### src/rtl/input_port_unit_if.sv
// Link-side and allocator-side signals of one router input port.
// The slave modport is the input_port_unit view; the master modport is the upstream/allocator view.
interface input_port_unit_if #(
    parameter int DATASIZE = 40
);
    logic [DATASIZE-1:0] data_in;
    logic                data_valid;
    logic                full;
    logic                ready;
    logic [3:0]          label;
    logic [DATASIZE-1:0] data_out;
    logic [15:0]         stall_cnt;

    modport master (
        output data_in, data_valid, ready,
        input  full, label, data_out, stall_cnt
    );

    modport slave (
        input  data_in, data_valid, ready,
        output full, label, data_out, stall_cnt
    );
endinterface

### src/rtl/input_port_unit.sv
// Router input port: flit FIFO with XY route computation on the head flit.
// Optional head-blocked stall counter enabled by macro IPU_STALL_CNT_EN.
module input_port_unit #(
    parameter int DEPTH    = 8,
    parameter int WIDTH    = 3,
    parameter int DATASIZE = 40,
    parameter int X_POS    = 0,
    parameter int Y_POS    = 0
) (
    input  logic               clk,
    input  logic               rst_n,
    input_port_unit_if.slave   port_if
);
    localparam logic [1:0]     X_COORD   = 2'(X_POS);
    localparam logic [1:0]     Y_COORD   = 2'(Y_POS);
    localparam logic [WIDTH:0] CNT_FULL  = (WIDTH+1)'(DEPTH);
    localparam logic [WIDTH-1:0] PTR_LAST = WIDTH'(DEPTH - 1);

    logic [DATASIZE-1:0] mem_r [DEPTH];
    logic [WIDTH-1:0]    wr_ptr_r;
    logic [WIDTH-1:0]    rd_ptr_r;
    logic [WIDTH:0]      count_r;
    logic                empty_s;
    logic                full_s;
    logic                push_s;
    logic                pop_s;
    logic [DATASIZE-1:0] head_s;

    // Pointer advance with explicit wrap so non-power-of-two depths also work.
    function automatic logic [WIDTH-1:0] next_ptr(input logic [WIDTH-1:0] ptr);
        logic [WIDTH-1:0] nxt;
        if (ptr == PTR_LAST) begin
            nxt = {WIDTH{1'b0}};
        end else begin
            nxt = ptr + WIDTH'(1);
        end
        return nxt;
    endfunction

    // Dimension-ordered routing: resolve X first, then Y (rows increase southward).
    function automatic logic [3:0] route_label(input logic [3:0] dst);
        logic [3:0] lbl;
        if (dst[1:0] > X_COORD) begin
            lbl = 4'b0010;
        end else if (dst[1:0] < X_COORD) begin
            lbl = 4'b1000;
        end else if (dst[3:2] > Y_COORD) begin
            lbl = 4'b0001;
        end else if (dst[3:2] < Y_COORD) begin
            lbl = 4'b0100;
        end else begin
            lbl = 4'b0000;
        end
        return lbl;
    endfunction

    assign empty_s = (count_r == {(WIDTH+1){1'b0}});
    assign full_s  = (count_r == CNT_FULL);
    assign push_s  = port_if.data_valid & ~full_s;
    assign pop_s   = port_if.ready & ~empty_s;
    assign head_s  = mem_r[rd_ptr_r];

    // Flit storage; contents are left as-is on reset since the pointers define validity.
    always_ff @(posedge clk) begin
        if (push_s) begin
            mem_r[wr_ptr_r] <= port_if.data_in;
        end
    end

    // Read/write pointers and occupancy count.
    always_ff @(posedge clk or negedge rst_n) begin
        if (!rst_n) begin
            wr_ptr_r <= {WIDTH{1'b0}};
            rd_ptr_r <= {WIDTH{1'b0}};
            count_r  <= {(WIDTH+1){1'b0}};
        end else begin
            if (push_s) begin
                wr_ptr_r <= next_ptr(wr_ptr_r);
            end
            if (pop_s) begin
                rd_ptr_r <= next_ptr(rd_ptr_r);
            end
            case ({push_s, pop_s})
                2'b10:   count_r <= count_r + (WIDTH+1)'(1);
                2'b01:   count_r <= count_r - (WIDTH+1)'(1);
                default: count_r <= count_r;
            endcase
        end
    end

    // Head-side outputs; an empty FIFO presents the all-ones label and a zero flit.
    always_comb begin
        port_if.full     = full_s;
        port_if.label    = 4'b1111;
        port_if.data_out = {DATASIZE{1'b0}};
        if (empty_s) begin
            port_if.label    = 4'b1111;
            port_if.data_out = {DATASIZE{1'b0}};
        end else begin
            port_if.label    = route_label(head_s[35:32]);
            port_if.data_out = head_s;
        end
    end

`ifdef IPU_STALL_CNT_EN
    logic [15:0] stall_cnt_r;

    // Count cycles the head flit waits on the allocator, saturating at all-ones.
    always_ff @(posedge clk or negedge rst_n) begin
        if (!rst_n) begin
            stall_cnt_r <= 16'h0000;
        end else if (!empty_s && !port_if.ready && (stall_cnt_r != 16'hFFFF)) begin
            stall_cnt_r <= stall_cnt_r + 16'h0001;
        end else begin
            stall_cnt_r <= stall_cnt_r;
        end
    end

    assign port_if.stall_cnt = stall_cnt_r;
`else
    assign port_if.stall_cnt = 16'h0000;
`endif

endmodule

### src/flat_wrapper.sv
// flat-port wrapper written by rule: the top's interface ports become plain ports
module input_port_unit_flat 
#(
    parameter int DEPTH    = 8,
    parameter int WIDTH    = 3,
    parameter int DATASIZE = 40,
    parameter int X_POS    = 0,
    parameter int Y_POS    = 0
)
  (clk, rst_n, port_if_data_in, port_if_data_valid, port_if_ready, port_if_full, port_if_label, port_if_data_out, port_if_stall_cnt);
  input_port_unit_if #(.DATASIZE(DATASIZE)) port_if_i ();
  input  logic clk;
  input  logic rst_n;
  input wire logic [$bits(port_if_i.data_in)-1:0] port_if_data_in;
  input wire logic [$bits(port_if_i.data_valid)-1:0] port_if_data_valid;
  input wire logic [$bits(port_if_i.ready)-1:0] port_if_ready;
  output wire logic [$bits(port_if_i.full)-1:0] port_if_full;
  output wire logic [$bits(port_if_i.label)-1:0] port_if_label;
  output wire logic [$bits(port_if_i.data_out)-1:0] port_if_data_out;
  output wire logic [$bits(port_if_i.stall_cnt)-1:0] port_if_stall_cnt;
  assign port_if_i.data_in = port_if_data_in;
  assign port_if_i.data_valid = port_if_data_valid;
  assign port_if_i.ready = port_if_ready;
  assign port_if_full = port_if_i.full;
  assign port_if_label = port_if_i.label;
  assign port_if_data_out = port_if_i.data_out;
  assign port_if_stall_cnt = port_if_i.stall_cnt;
  input_port_unit #(.DEPTH(DEPTH), .WIDTH(WIDTH), .DATASIZE(DATASIZE), .X_POS(X_POS), .Y_POS(Y_POS)) u_core (.clk(clk), .rst_n(rst_n), .port_if(port_if_i));
endmodule
### config.mk
export PLATFORM = sky130hd
export DESIGN_NAME = input_port_unit_flat
export DESIGN_NICKNAME = d
export VERILOG_FILES = /design/src/rtl/input_port_unit_if.sv /design/src/rtl/input_port_unit.sv /design/src/flat_wrapper.sv
export SDC_FILE = /design/constraint.sdc
export NUM_CORES = 1
export LEC_CHECK = 0
export CAP_MARGIN = 20
export CORE_ASPECT_RATIO = 0.8
export CORE_MARGIN = 2
export CORE_UTILIZATION = 45
export CTS_BUF_LIST = sky130_fd_sc_hd__clkbuf_4
export CTS_CLUSTER_DIAMETER = 40
export DETAILED_ROUTE_END_ITERATION = 6
export SYNTH_ARGS = -nofsm -noshare
export SYNTH_HDL_FRONTEND = slang
export SYNTH_SLANG_ARGS = --single-unit
### constraint.sdc
create_clock -name clk -period 9 [get_ports clk]
set_input_delay 1.35 -clock clk [delete_from_list [all_inputs] [get_ports clk]]
set_output_delay 1.35 -clock clk [all_outputs]
set_load 0.02 [all_outputs]
Yosys cells after proc, flatten, opt, wreduce, memory -nomap -nowiden
Memory sizes are Yosys's and may differ from the RTL's.
Index checks and enable logic that the tools add are counted.
- $add $sub $neg: 4
- multiply operators: 0
- div/mod/pow operators: 0
- $lt $le $gt $ge: 4
- eq/ne operators: 5
- shift operators: 0
- multiplexer cells: 11
- bitwise operators: 4
- reduce and logical (&&, ||, !) cells: 2
- operator list (operator ; count):
    $mux W40 ; 1
    $mux W4 ; 4
    $mux W3 ; 3
    $pmux W4 S2 ; 1
    $add A3 B1 Y3 const B ; 2
    $eq A3 B3 Y1 const B ; 2
    $add A4 B1 Y4 const B ; 1
    $eq A4 B4 Y1 const B ; 1
    $gt A2 B1 Y1 const B ; 2
    $logic_not A4 Y1 ; 1
    $lt A2 B1 Y1 const B ; 2
    $sub A4 B1 Y4 const B ; 1
    $and A1 B1 Y1 ; 2
    $eq A2 B1 Y1 const B ; 1
    $eq A2 B2 Y1 const B ; 1
    $mux W1 ; 2
    $not A1 Y1 ; 2
    $reduce_bool A2 Y1 ; 1
- register bits: 10
- latch bits: 0
- bits in writable memories: 320
- memory bits (read-only): 0
- output and inout bits: 61
- memories: 1
- memories (memory ; depth ; bits a word ; read ports ; clocked after memory_dff ; wr ports ; RTL line ; text):
    u_core.mem_r ; 8 ; 40 ; 1 ; 0 ; 1 ; input_port_unit.sv:19 ; logic [DATASIZE-1:0] mem_r [DEPTH];

Depth between registers and ports, before layout
Gate-level depths: netlist (run 1).
An unclocked memory read counts as a cell.
- depth in word-level cells: 7
- gate-level depth with buffers: 11
- gate-level depth less buffers: 10

Worst setup path before layout (run 1)
OpenSTA, ideal clock, no wires.
- path type: input -> register
- start: in port_if_data_valid
- end: mem u_core.mem_r[0][0], enable pin
- setup time: 0.487 ns
- arrival time: 4.662 ns
- required time: 8.513 ns
- slack: 3.851 ns
- stages: 3
- path through: a21bo_2 > or2_2 > nor3_1
- cells in the longest elaborated chain, start to end: 3
- RTL lines (item ; RTL line ; text):
    from (decl) ; flat_wrapper.sv:15 ; input wire logic [$bits(port_if_i.data_valid)-1:0] port_if_data_valid;
    $and A1 B1 Y1 ; input_port_unit.sv:59 ; assign push_s = port_if.data_valid & ~full_s;
    $mux W1 ; input_port_unit.sv:65 ; if (push_s) begin
    $mux W1 (implied by the code) ; input_port_unit.sv:66 ; mem_r[wr_ptr_r] <= port_if.data_in;
    to (decl) ; input_port_unit.sv:19 ;
No other way between the ends.

Final worst setup path (run 1)
- start: reg u_core.rd_ptr_r[0]
- end: out port_if_label[0]
- cells in the longest elaborated chain, start to end: 6
- elaborated cells between the ends (all ways): 8
- those cells by class: order compare: 3; mux: 4; memory: 1
- RTL lines (item ; RTL line ; text):
    from (decl) ; input_port_unit.sv:21 ; logic [WIDTH-1:0] rd_ptr_r;
    from (signal assigned) ; input_port_unit.sv:74 ; rd_ptr_r <= {WIDTH{1'b0}};
    from (signal assigned) ; input_port_unit.sv:81 ; rd_ptr_r <= next_ptr(rd_ptr_r);
    $mem_v2 Z8 W40 * ; n/a ;
    $gt A2 B1 Y1 ; input_port_unit.sv:47 ; end else if (dst[3:2] > Y_COORD) begin
    $mux W4 ; input_port_unit.sv:47 ;
    $mux W4 ; input_port_unit.sv:45 ; end else if (dst[1:0] < X_COORD) begin
    $mux W4 * ; input_port_unit.sv:43 ; if (dst[1:0] > X_COORD) begin
    $mux W4 * ; input_port_unit.sv:96 ; if (empty_s) begin
    to (decl) ; flat_wrapper.sv:18 ; output wire logic [$bits(port_if_i.label)-1:0] port_if_label;
Every way passes the cells marked *; elsewhere a longest branch is shown, timed or not.

==> run summary, run 1 <==
Status = finished, final reports clean
Post-CTS setup buffer count = 0
Post-synth ARST share = 3.03%
Total Wirelength = 25200 um
DRC Markers = 0
Vias = 6147
Synth top area cells = edfxtp_1 (74%), mux4_2 (13%), mux2i_1 (3.1%), dfrtp_1 (1.9%), mux4_1 (1.4%)
# clock sinks = 330
Yosys top cell by area = edfxtp_1
Leakage = 5.11 nW
Die X = 194 um
Cts repair resizes = 0
Hold Path Class = reg -> reg
Hold_ws = 0.519 ns
Drt wl/cell = 21.5 um
Rel. slew slack = 36.2%
Max IR drop VDD = 0.245 mV
Yosys top cell area share = 74.1%
Grt total ovfl = 0
Clock Path Buffers = 3
Fmax = 0.180 GHz
GRT Total Usage = 17.2%
Crit start category = flip-flop
Required @ worst endpoint = 7.65 ns
CP peak stage delay = 0.96 ns
Cts bufs inserted = 80
ANT nets after route = 0
Port bufs = 88
Highest routed layer = met4
TritonCTS clock tree = yes
DIE HEIGHT = 156 um
RSZ-0062 raised after global routing = false
Final Setup Violations = 0
H-Tree Level Count = 3
Nets@finish = 795
Pwr Total = 0.00499 W
EDFF count, synth = 320
DR WL met3 = 1320 um
Cells after synthesis = 592
Root buf cell = clkbuf_4
Global-route wire length before repair = 38400 um
Initial core utilization = 45.8%
Met1 WL = 10600 um
Final Max Tran Viols = 0
Worst Slack Setup Final = 3.45 ns
Seq cells post-synth = 330
Commonest non-fill, non-tap cells in the layout = edfxtp_1 (320), clkbuf_4 (113), clkdlybuf4s50_1 (88)
1st-iter DRT viols = 275
Die ar. = 30200 um^2
Worst Tran Pin Value = 0.957 ns
Worst Setup Path Type = reg -> out
Fin crit period = 5.55 ns
Hpwl dp = 13500 um
Yosys Warn Count = 0
1st-pass router iterations = 4
Mean post-synth cell area = 21.9 um^2
IO Pins = 105
CTS Hold Buffers Added = 0
CP Max Fanout = 42
Setup TNS = 0 ns
# rows = 55
Wire length on met2 = 12700 um
Global placement routability congestion = 0.674
Final hold vios = 0
Critical path arrival = 4.20 ns
Worst-skew pair later-pin latency = 0.69 ns
Most used DFF post-synth = edfxtp_1
CP Cell Sequence = buf_4, mux4_1, mux2i_1, a31o_1, clkdlybuf4s50_1
Avg Vias per Cell = 5.26
Number of global-route vias before repair = 6798
Clock transition at the registers of the reported paths = 0.06 ns
Critical path's slowest cell = dfrtp_4
Yosys cell types = 34
Area growth from synthesis to layout = 17.1%
Final core occ = 53.6%
Max-Cap Viols = 0
Dpl ws = 4.06 ns
Largest net degree at the start of global routing = 55
Core ar. = 28400 um^2
Critical Path Sink Type = output port
PD cells = 329 nW/um^2
Commonest non-fill, non-tap cell in the layout = edfxtp_1
Final Cycle Share = 61.7%
Sequential share of the synthesized area = 76.0%
Clock Skews = 0.0338 ns
Netlist Area Pre-Place = 13000 um^2
Initial antenna violation count = 0
Layout cells sized above 1 = 27.9%
where the power goes:
part           switching, W  total, W  internal (W)
Combinational      0.000844   0.00170      0.000859
Clock              0.000546   0.00115      0.000605
Sequential         0.000203   0.00214       0.00193
Total               0.00159   0.00499       0.00340
flip-flops by register name, summed over array words and instances (netlist names):
signal,cells
u_core.mem_r,320
u_core.count_r,4
u_core.rd_ptr_r,3
u_core.wr_ptr_r,3
metal layers:
layer | vias up | global-route usage (%)
met1 | 3180 | 22.0
met5 | - | 0
met4 | 0 | 6.89
met2 | 173 | 28.4
li1 | 2750 | -
met3 | 44 | 4.67
path summary, 6_finish.rpt:
kind | start | end | slack (ns) | cells after the start
max | u_core.rd_ptr_r[0] | port_if_label[0] | 3.45 | 5
min | u_core.count_r[3] | u_core.count_r[3] | 0.52 | 1
max reg2reg | u_core.count_r[1] | u_core.mem_r[6][20] | 6.29 | 5
min reg2reg | u_core.count_r[3] | u_core.count_r[3] | 0.52 | 1
max in group asynchronous | rst_n | u_core.rd_ptr_r[1] | 7.67 | 1
min in group asynchronous | rst_n | u_core.rd_ptr_r[2] | 0.98 | 1
logic make-up after synthesis:
| kind of cell | count (synthesis) | share of synthesized area, % |
|---|---|---|
| adders and majority gates | 7 | 0.675 |
| AOI/OAI and AO/OA | 9 | 0.434 |
| other | 1 | 0.0289 |
| and+or+nand+nor | 68 | 2.29 |
| muxes | 124 | 17.5 |
| buffers and inverters | 48 | 2.73 |
| xor gates and xnor gates | 5 | 0.337 |
| DFF | 330 | 76.0 |
area by class of cell:
cell class	instances	area, um^2
fillers	2261	13200
flip-flops and latches	330	9870
multi-input cells	229	2870
repair buffers	101	1010
clock buffers	113	848
well taps	370	463
clock inverters	23	116
inverters	2	7.51
diodes	1	2.50
per-stage QoR:
stage	std cells	instance area (um^2)
6_report	1169	15200
2_1_floorplan	607	13000
3_3_place_gp	1030	14200
5_1_grt	1168	15200
4_1_cts	1167	15200
3_5_place_dp	1031	14200
Yosys cell counts (2+ instances only):
| master | number |
|---|---|
| mux2_2 | 4 |
| nor3_1 | 4 |
| mux4_1 | 7 |
| ha_1 | 7 |
| buf_2 | 14 |
| xor2_1 | 4 |
| mux4_2 | 73 |
| edfxtp_1 | 320 |
| o21ai_0 | 4 |
| mux2i_1 | 40 |
| clkbuf_1 | 4 |
| buf_12 | 2 |
| a21oi_1 | 2 |
| nand3b_1 | 2 |
| buf_4 | 19 |
| nand2b_1 | 3 |
| nand2_1 | 5 |
| dfrtp_1 | 10 |
| buf_6 | 7 |
| nor2_1 | 47 |
critical path: cells and delay by family, from the launching register on:
kind / cells / cell delay, ns
DFF: 1 / 0.96
muxes: 2 / 0.91
buffers and inverters: 2 / 1.42
AOI/OAI and AO/OA: 1 / 0.20
Note: power is estimated with default switching activity, not from simulation.
==> inputs of run 2 (changes only) <==
==> constraint.sdc (replaced) <==
create_clock -name clk -period 5.25 [get_ports clk]
set_input_delay 0.7875 -clock clk [delete_from_list [all_inputs] [get_ports clk]]
set_output_delay 0.7875 -clock clk [all_outputs]
set_load 0.02 [all_outputs]
==> run summary, run 2 (same netlist as run 1, synthesis figures left out) <==
Status = finished, final reports clean
GR Util met2 = 28.7% (+0.32 points)
Max reg flops = 320 (unchanged)
Global placement routability congestion = 0.688 (+2.2%)
Number of global-route vias before repair = 6806 (+0.12%)
Die X = 194 um (unchanged)
Worst Setup Path Type = reg -> out
Met1 usage = 21.8% (-0.20 points)
Required @ worst endpoint = 4.46 ns (-3.19 ns)
Dpl ws = 1.66 ns (-2.40 ns)
Grt total ovfl = 0 (unchanged)
Hpwl dp = 13400 um (-0.99%)
Cts repair resizes = 0 (unchanged)
GRT Total Usage = 17.4% (+0.13 points)
Final Cycle Share = 81.4%
Fin crit period = 4.27 ns
Worst Tran Pin Value = 1.03 ns (+0.0740 ns)
1st-pass router iterations = 4 (unchanged)
ANT nets after route = 0 (unchanged)
Worst Slack Setup Final = 0.977 ns (-2.47 ns)
Layout cells sized above 1 = 28.5% (+0.59 points)
CP peak stage delay = 1.06 ns (+0.10 ns)
Core ar. = 28400 um^2 (unchanged)
Critical path arrival = 3.49 ns (-0.71 ns)
Rel. slew slack = 31.1% (-5.0 points)
Max IR drop VDD = 0.365 mV (+49%)
Commonest non-fill, non-tap cells in the layout = edfxtp_1 (320), clkbuf_4 (115), clkdlybuf4s50_1 (88)
Worst-skew pair later-pin latency = 0.69 ns (about the same)
Initial antenna violation count = 4 (+4)
TritonCTS clock tree = yes
Critical Path Sink Type = output port
Clock Skews = 0.0381 ns (+0.00430 ns)
Area growth from synthesis to layout = 17.6%
1st-iter DRT viols = 507 (+84%)
Crit start category = flip-flop
Drt wl/cell = 21.8 um (+1.1%)
Vias = 6231 (+1.4%)
Pwr Total = 0.00872 W (+75%)
Clock transition at the registers of the reported paths = 0.07 ns (about the same)
Die ar. = 30200 um^2 (unchanged)
Final hold vios = 0 (unchanged)
Max-Cap Viols = 0 (unchanged)
Root buf cell = clkbuf_4
Nets@finish = 798 (+0.38%)
Leakage = 5.15 nW (+0.72%)
Area after DPL = 14200 um^2 (+0.14%)
Grt met3 use = 5.10% (+0.43 points)
DIE HEIGHT = 156 um (unchanged)
Commonest non-fill, non-tap cell in the layout = edfxtp_1
Largest net degree at the start of global routing = 58 (+5.5%)
Clock Path Buffers = 3 (unchanged)
CP Cell Sequence = mux4_2, mux2i_1, nand2_1, a31o_1, clkdlybuf4s50_1
Port bufs = 88 (unchanged)
Post-CTS setup buffer count = 0 (unchanged)
Fin area = 15300 um^2 (+0.47%)
Global-route wire length before repair = 39000 um (+1.7%)
Hold Path Class = in -> async
GRT busiest layer = met2
CP Max Fanout = 46 (+9.5%)
IO Pins = 105 (unchanged)
RSZ-0062 raised after global routing = false
Setup TNS = 0 ns (unchanged)
PD cells = 571 nW/um^2 (+74%)
Final Max Tran Viols = 0 (unchanged)
# clock sinks = 330 (unchanged)
Total Wirelength = 25500 um (+1.5%)
Final core occ = 53.8% (+0.25 points)
# rows = 55 (unchanged)
Final Setup Violations = 0 (unchanged)
Top flop regs = u_core.mem_r x320, u_core.count_r x4
Avg Vias per Cell = 5.31 (+1.0%)
Critical path's slowest cell = dfrtp_4
DRC Markers = 0 (unchanged)
H-Tree Level Count = 3 (unchanged)
CTS Hold Buffers Added = 0 (unchanged)
Fmax = 0.234 GHz
Cts bufs inserted = 83 (+3.8%)
Initial core utilization = 45.8% (unchanged)
Largest Register = u_core.mem_r
## run 2: cell count changes in the layout (fill, tap and decap cells not counted)
cell       previous run  this run
bufinv_16             1         3
clkbuf_4            113       115
clkinv_1             17        13
diode_2               1         4
inv_2                 3         4
## run 2: path summary, 6_finish.rpt
path	cells after the start	startpoint	slack (ns)	endpoint
max in group asynchronous	1	rst_n	4.43	u_core.rd_ptr_r[0]
worst min register to register	1	u_core.count_r[3]	0.51	u_core.count_r[3]
worst max register to register	10	u_core.count_r[1]	2.59	u_core.count_r[2]
worst max-delay path	5	u_core.rd_ptr_r[2]	0.98	port_if_label[0]
min in group clk	1	u_core.count_r[3]	0.51	u_core.count_r[3]
worst min-delay path	1	rst_n	0.43	u_core.count_r[2]
## run 2: cell type report
type	instances	area (um^2)
Inverter	2	7.51
Tap cell	370	463
Timing Repair Buffer	101	1010
Multi-Input combinational cell	229	2870
Antenna cell	4	10.0
Clock inverter	22	165
Clock buffer	115	863
Fill cell	2251	13100
Sequential cell	330	9870
## run 2: routing by layer
layer  wire, um  up-vias
met5         13        -
met4        510        2
met3       1570       48
met2      12700      195
met1      10700     3228
li1           -     2758
## run 2: stage by stage
step	std cells	hold WS, ns
final	1173	0.431
after global routing	1171	0.391
after floorplan	607	0.468
after detailed placement	1032	0.503
after global placement	1031	0.511
after CTS	1169	0.378
## run 2: where the power goes
group	total [W]	switching, W	leakage, nW	internal [W]
combinational	0.00298	0.00151	1.51	0.00147
sequential	0.00364	0.000320	3.02	0.00332
clock	0.00210	0.000951	0.616	0.00115
## run 2: worst max-delay path, delay by kind of cell (launching register included)
kind                   cells  cell delay, ns
muxes                      2            0.84
AOI/OAI and AO/OA          1            0.24
and+or+nand+nor            1            0.12
buffers and inverters      1            0.54
DFF                        1            1.06
==> inputs of run 3 (changes only) <==
==> constraint.sdc (replaced) <==
create_clock -name clk -period 4.3 [get_ports clk]
set_input_delay 0.645 -clock clk [delete_from_list [all_inputs] [get_ports clk]]
set_output_delay 0.645 -clock clk [all_outputs]
set_load 0.02 [all_outputs]
==> run summary, run 3 (same netlist as run 1, synthesis figures left out) <==
Avg Vias per Cell = 5.26 (-0.92%)
Largest net degree at the start of global routing = 50 (-14%)
Status = finished, final reports clean
Total Wirelength = 25800 um (+1.1%)
Grt total ovfl = 0 (unchanged)
R2r setup slk = 1.71 ns (-0.88 ns)
Fin area = 15300 um^2 (+0.19%)
CTS Hold Buffers Added = 0 (unchanged)
Vias = 6205 (-0.42%)
Fin crit period = 3.79 ns
H-Tree Level Count = 3 (unchanged)
Multi-input gate area = 2880 um^2 (+0.22%)
Root buf cell = clkbuf_4
Cts repair resizes = 0 (unchanged)
Sequential Area = 9870 um^2 (unchanged)
Commonest non-fill, non-tap cells in the layout = edfxtp_1 (320), clkbuf_4 (114), clkdlybuf4s50_1 (88)
Crit start category = flip-flop
Int Power = 0.00721 W (+21%)
TritonCTS clock tree = yes
Required @ worst endpoint = 3.65 ns (-0.81 ns)
ANT nets after route = 0 (unchanged)
GRT Total Usage = 17.8% (+0.40 points)
Fmax = 0.264 GHz
Hold Path Class = in -> async
Max-Cap Viols = 0 (unchanged)
Worst-skew pair later-pin latency = 0.68 ns (about the same)
Sequential power share = 41.3% (-0.4 points)
Worst reg2reg path depth = 10 (unchanged)
Critical path arrival = 3.14 ns (-0.35 ns)
1st-iter DRT viols = 371 (-27%)
Commonest non-fill, non-tap cell in the layout = edfxtp_1
Drt wl/cell = 21.9 um (+0.55%)
Die ar. = 30200 um^2 (unchanged)
Max IR drop VDD = 0.414 mV (+14%)
DIE HEIGHT = 156 um (unchanged)
1st-pass router iterations = 4 (unchanged)
Clock transition at the registers of the reported paths = 0.07 ns (about the same)
Final Setup Violations = 0 (unchanged)
Worst Setup SP = u_core.rd_ptr_r[0]
Number of global-route vias before repair = 6799 (-0.10%)
Setup crit end = port_if_data_out[39]
Clk network pwr share = 23.5% (-0.6 points)
Nets@finish = 805 (+0.88%)
PD cells = 693 nW/um^2 (+21%)
NetSw = 0.00338 W (+22%)
Area after DPL = 14300 um^2 (+0.45%)
Combinational share of power = 35.2% (+1.0 points)
Clock Skews = 0.0363 ns (-0.00182 ns)
Switch share = 32.0% (+0.11 points)
RSZ-0062 raised after global routing = false
Core ar. = 28400 um^2 (unchanged)
Clock Path Buffers = 3 (unchanged)
# clock sinks = 330 (unchanged)
IO Pins = 105 (unchanged)
Global placement routability congestion = 0.679 (-1.3%)
Top flop regs = u_core.mem_r x320, u_core.count_r x4
Post-CTS setup buffer count = 0 (unchanged)
CP Max Fanout = 49 (+6.5%)
Setup TNS = 0 ns (unchanged)
Fillers = 2243 (-0.36%)
Rel. slew slack = 51.4% (+20 points)
Worst Setup Path Type = reg -> out
Area growth from synthesis to layout = 17.9%
# rows = 55 (unchanged)
Initial antenna violation count = 2 (-2)
Layout cells sized above 1 = 28.6% (+0.036 points)
Final hold vios = 0 (unchanged)
Cts bufs inserted = 83 (unchanged)
Dpl ws = 1.18 ns (-0.479 ns)
Reg2reg end = u_core.count_r[2]
Largest Register = u_core.mem_r
Worst Slack Setup Final = 0.514 ns (-0.463 ns)
DRC Markers = 0 (unchanged)
Max reg flops = 320 (unchanged)
Critical Path Sink Type = output port
Final Cycle Share = 88.0%
Leakage = 5.16 nW (+0.19%)
Port bufs = 88 (unchanged)
Initial core utilization = 45.8% (unchanged)
Final core occ = 53.9% (+0.10 points)
Hpwl dp = 14000 um (+4.9%)
Reg2reg start = u_core.count_r[1]
Die X = 194 um (unchanged)
Final Max Tran Viols = 0 (unchanged)
Worst Tran Pin Value = 0.729 ns (-0.302 ns)
Hold_ws = 0.289 ns (-0.142 ns)
Global-route wire length before repair = 39700 um (+1.7%)
run 3: worst min path at each step:
stage | slack (ns) | cells past startpoint | endpoint
after global placement | 0.49 | 1 | u_core.count_r[3]
after detailed placement | 0.51 | 1 | u_core.count_r[3]
after floorplan | 0.35 | 0 | u_core.count_r[0]
after global routing | 0.26 | 1 | u_core.count_r[2]
final | 0.29 | 1 | u_core.wr_ptr_r[1]
after CTS | 0.23 | 1 | u_core.wr_ptr_r[1]
run 3: final cells by class:
type / count / area share (%)
Multi-Input combinational cell: 229 / 18.8
Clock inverter: 22 / 0.900
Antenna cell: 4 / 0.0655
Sequential cell: 330 / 64.5
Timing Repair Buffer: 108 / 6.99
Tap cell: 370 / 3.03
Inverter: 2 / 0.0491
Clock buffer: 114 / 5.60
run 3: per-stage QoR:
stage	power [W]	instances
finish	0.0106	1179
CTS	0.0108	1175
global route	0.0112	1176
floorplan	0.00683	607
global placement	0.00818	1039
detailed placement	0.00826	1039
run 3: per-layer routing:
layer / part of all wire, % / global-route usage (%) / vias up
li1: - / - / 2776
met4: 1.3 / 6.17 / 0
met2: 51 / 30.3 / 182
met5: 0 / 0 / -
met3: 5.7 / 4.73 / 36
met1: 42 / 22.2 / 3211
run 3: critical path: stages, from the launching register on:
cell and delay, ns:
dfrtp_4 0.60, buf_12 0.40, mux4_2 0.57, mux2i_1 0.17
nor2_1 0.11, clkdlybuf4s50_1 0.57
run 3: power groups by stage:
stage,clock (W),sequential [W],combinational [W]
floorplan,0,0.00422,0.00261
global placement,0,0.00442,0.00376
detailed placement,0,0.00445,0.00381
CTS,0.00259,0.00438,0.00382
global route,0.00277,0.00442,0.00401
finish,0.00249,0.00437,0.00373
